[src/rtl/write_back.sv]
// write_back: final CHIP-8 stage. It commits V0-VF and I, sequences the VF flag write, and tracks burst loads.
// Ports: clk/rst (async active-low). stalled freezes the stage. wb_* is the beat from memory_access. stall holds upstream. rd_* are bypassed reads. i_reg and burst_idx are state outputs. Macro: WB_I_INCREMENT_EN.
module write_back (
  input  logic        clk,
  input  logic        rst,
  input  logic        stalled,
  input  logic        wb_valid,
  input  logic [1:0]  wb_op,
  input  logic [3:0]  wb_x,
  input  logic [15:0] wb_data,
  input  logic        wb_flag,
  input  logic        wb_last,
  output logic        stall,
  input  logic [3:0]  rd_x_addr,
  input  logic [3:0]  rd_y_addr,
  output logic [7:0]  rd_x_data,
  output logic [7:0]  rd_y_data,
  output logic [15:0] i_reg,
  output logic [3:0]  burst_idx
);

  typedef enum logic {IDLE, FLAG} state_t;

  state_t      state_q, state_d;
  logic [7:0]  v_q [16];
  logic [15:0] i_q, i_d;
  logic [3:0]  bidx_q, bidx_d;
  logic        flag_q, flag_d;

  logic        accept;
  logic        wen;
  logic [3:0]  waddr;
  logic [7:0]  wdata;

  assign accept = (state_q == IDLE) && wb_valid && !stalled;

  always_comb begin
    state_d = state_q;
    i_d     = i_q;
    bidx_d  = bidx_q;
    flag_d  = flag_q;
    wen     = 1'b0;
    waddr   = wb_x;
    wdata   = wb_data[7:0];
    unique case (state_q)
      IDLE: begin
        if (accept) begin
          unique case (1'b1)
            (wb_op == 2'd0): begin
              wen    = 1'b1;
              bidx_d = '0;
            end
            (wb_op == 2'd1): begin
              i_d    = wb_data;
              bidx_d = '0;
            end
            (wb_op == 2'd2): begin
              wen     = 1'b1;
              bidx_d  = '0;
              flag_d  = wb_flag;
              state_d = FLAG;
            end
            (wb_op == 2'd3): begin
              wen   = 1'b1;
              waddr = bidx_q;
              if (wb_last) begin
                bidx_d = '0;
`ifdef WB_I_INCREMENT_EN
                i_d = i_q + 16'(bidx_q) + 16'd1;
`endif
              end else begin
                bidx_d = bidx_q + 4'd1;
              end
            end
          endcase
        end
      end
      FLAG: begin
        // The VF write lands after the Vx write, so the flag wins when x is F.
        if (!stalled) begin
          wen     = 1'b1;
          waddr   = 4'hF;
          wdata   = {7'b0, flag_q};
          state_d = IDLE;
        end
      end
    endcase
  end

  always_ff @(posedge clk or negedge rst) begin
    if (!rst) begin
      state_q <= IDLE;
      i_q     <= '0;
      bidx_q  <= '0;
      flag_q  <= 1'b0;
      for (int k = 0; k < 16; k++) v_q[k] <= '0;
    end else begin
      state_q <= state_d;
      i_q     <= i_d;
      bidx_q  <= bidx_d;
      flag_q  <= flag_d;
      if (wen) v_q[waddr] <= wdata;
    end
  end

  assign rd_x_data = (wen && rd_x_addr == waddr) ? wdata : v_q[rd_x_addr];
  assign rd_y_data = (wen && rd_y_addr == waddr) ? wdata : v_q[rd_y_addr];

  assign stall     = (state_q == FLAG);
  assign i_reg     = i_q;
  assign burst_idx = bidx_q;

endmodule

[config.mk]
export PLATFORM = sky130hd
export DESIGN_NAME = write_back
export DESIGN_NICKNAME = d
export VERILOG_FILES = /design/src/rtl/write_back.sv
export SDC_FILE = /design/constraint.sdc
export NUM_CORES = 1
export LEC_CHECK = 0
export ABC_AREA = 1
export BUFFER_PORTS_ARGS = -buffer_cell sky130_fd_sc_hd__buf_2
export CORE_MARGIN = 2
export CORE_UTILIZATION = 52
export DETAILED_ROUTE_END_ITERATION = 12
export PLACE_DENSITY = 0.78
export RECOVER_POWER = 50
export SETUP_SLACK_MARGIN = 0.5
export SLEW_MARGIN = 10
export SYNTH_ARGS = -nofsm -noshare
export SYNTH_HDL_FRONTEND = slang
export SYNTH_SLANG_ARGS = --single-unit
[constraint.sdc]
create_clock -name clk -period 2.9 [get_ports clk]
set_input_delay 0.58 -clock clk [delete_from_list [all_inputs] [get_ports clk]]
set_output_delay 0.58 -clock clk [all_outputs]
set_load 0.02 [all_outputs]
==> metrics.csv <==
metric,value,unit
number of synthesized register bits,150,
RSZ-0062 raised after global routing,true,
Multi-input gate area,4338,sq um
Crit Path Class,reg -> out,
Detail Route Antenna Nets,0,
syn nets,1195,
Post-Route Utilization,0.6396,
synth warn,0,
maximum vdd drop,0.4779,mV
Worst-path clk slew,70,ps
Nets,1269,
sequential share of power,0.424,
htree depth,4,
layout cells sized above 1,0.2066,
Finished Layout Cells,1460,
gpl congestion,0.9413,
crit path DAT,2280,ps
Worst Hold Class,in -> reg,
Synth area leaders,"dfrtp_1, o21ai_0, nand2_1",
Row Count,46,
sw power,2586,uW
register area,3755,sq um
Net Sw Frac,0.3526,
internal power,4748,uW
Initial Utilization,0.5366,
"Req. time, crit path",2320,ps
cts hold-fix bufs,0,
Synth top area share,0.4372,
core area,16000,sq um
grt ovf,0,
Startpoint Class,register,
initial antenna violation count,0,
clock sinks,150,
Final Cycle Share,0.9858,
synthesized area per cell,7.414,sq um
Comb power frac,0.276,
worst-skew pair later-pin latency,440,ps
largest area contributor in the netlist,dfrtp_1,
DP Wirelength,18.28,mm
Final Hold Viols,0,
clock network power share,0.300,
Max Freq,349.8,MHz
IO Pins,73,
drt first pass iters,6,
first-pass GRT wire length,43.90,mm
Cell Pwr Density,716.6,nW/um^2
Syn Inst Count,1158,
failing checks,"max-capacitance violations, max-slew violations",
fin crit period,2859,ps
outcome,"complete, but fails checks",
Die Wd,132.5,microns
CP max FO,8,
DR iter-0 viols,1193,
Max-slew headroom,-0.1382,
CTS max path bufs,2,
Global Route Usage Sum,0.3179,
Root Buffer,clkbuf_16,
die height,132.5,microns
Lkg Pwr,0.004827,uW
Placed Cells,1412,
Ant. Diodes,0,
fin area,10230,sq um
mapped cell area,8586,sq um
placed standard-cell area,9324,sq um
Worst Clk Skew,9.586,ps
largest net degree at the start of global routing,75,
Via Count,8920,
die area,17550,sq um
endpoint type of the worst setup path,primary output,
wire per inst,18.96,microns
Filler cells,1400,
final setup fails,0,
Max Cap Viol,1,
vias in the first global route,8075,
final worst slack,41.19,ps
max reg flops,128,
number of port buffers,72,
DRC Markers,0,
Worst Max-Slew Pin Slew,1707,ps
Final Hold Slack,374.7,ps
Netlist cell types,33,
DP Worst Slack,74.94,ps
Post-Route WL,27.69,mm
synth-to-layout area growth,19.19,%
max-slew violation count,65,
Vias/cell,6.110,
sequential share of the synthesized area,0.4372,
Num CTS Buffers,17,
CTS tree,built,
==> synthesized netlist by cell type <==
master / number
inv_1: 81
ha_1: 1
nor2_8: 2
nor2_2: 4
nor2_1: 56
mux2_2: 9
buf_6: 5
nand3_1: 55
nand2_1: 247
o22ai_1: 9
o21a_1: 1
o211ai_1: 13
inv_4: 1
or2_2: 1
a21oi_1: 83
nand2_4: 7
a21oi_4: 2
buf_1: 7
or2_0: 1
o21ai_0: 230
inv_2: 9
xnor2_1: 1
buf_2: 10
buf_4: 3
dfrtp_1: 150
mux2i_1: 3
and2_4: 1
clkbuf_1: 51
o21ai_1: 89
nor2_4: 7
xor2_1: 1
nand2_2: 16
o21ai_2: 2
==> metal layers <==
| layer | vias to the layer above | GRT usage | wire length, microns |
|---|---|---|---|
| met5 | - | 0 | 0 |
| met1 | 4193 | 0.4460 | 11060 |
| met2 | 601 | 0.4819 | 12610 |
| met4 | 0 | 0.1147 | 839 |
| met3 | 85 | 0.07739 | 3176 |
| li1 | 4041 | - | - |
==> path summary, 6_finish.rpt <==
check	endpoint	start	slack [ps]	depth (start not counted)
max in group asynchronous	stall	rst	650	2
min in group asynchronous	v_q[80]	rst	580	1
setup reg to reg	v_q[18]	stall	670	9
hold reg to reg	v_q[4]	v_q[4]	490	2
setup / recovery	rd_x_data[6]	stall	40	10
hold / removal	i_reg[15]	wb_data[15]	370	2
==> cell type report <==
class,count,area share
inverter,91,0.03387
sequential,150,0.3669
timing repair buffer,129,0.09304
clock buffer,19,0.04328
tap,216,0.02641
multi-input combinational,843,0.4239
clock inverter,12,0.01259
==> per-stage QoR <==
step                      power [uW]  TNS [ps]
after floorplan                 4306         0
after global placement          4900         0
after detailed placement        4977         0
after CTS                       7247         0
after global routing            7729    -514.8
final                           7334         0
==> worst max-delay path: stages, from the launching register on <==
cell	delay, ps
dfrtp_2	460
nand2_2	80
or2_0	210
and2_4	200
nand3_2	80
nand3_2	100
nor2_4	260
nand2_4	140
nand2_2	90
nand2_1	60
buf_2	150
==> placed cells by master (no fill, tap or decap), types with 11 or more instances in the layout <==
cell,count
dfrtp_1,149
nand3_1,45
buf_2,60
inv_1,81
o21ai_1,90
nand2_1,221
nor2_1,56
buf_6,13
o211ai_1,13
nand2_2,37
buf_4,43
nand2_4,11
nor2_4,11
o21ai_0,229
clkbuf_16,17
a21oi_1,83
==> power groups by stage <==
stage | Clock, uW | Sequential [uW] | Combinational (uW)
floorplan | 0 | 3060 | 1240
global placement | 0 | 3090 | 1810
detailed placement | 0 | 3110 | 1870
CTS | 2190 | 3080 | 1970
global route | 2310 | 3170 | 2250
finish | 2200 | 3110 | 2020
==> timing repair <==
item	4_1_cts	5_1_grt
resized for setup	53	18
setup endpoints to repair	16	16
gates cloned	1	1
pin swaps	24	12
setup buffers	14	1
==> cell families (layout without fill, tap and decap cells) <==
logic type	Yosys count	count (layout)	share of synthesized area
flip-flops	150	150	0.4372
AND/OR/NAND/NOR	397	399	0.2046
buffers and inverters	167	251	0.08044
multiplexers	12	12	0.01530
AO/OA/AOI/OAI	429	429	0.2590
adder cells (fa/ha/maj)	1	1	0.001457
XOR/XNOR	2	2	0.002041
Note: power is estimated with default switching activity, not from simulation.
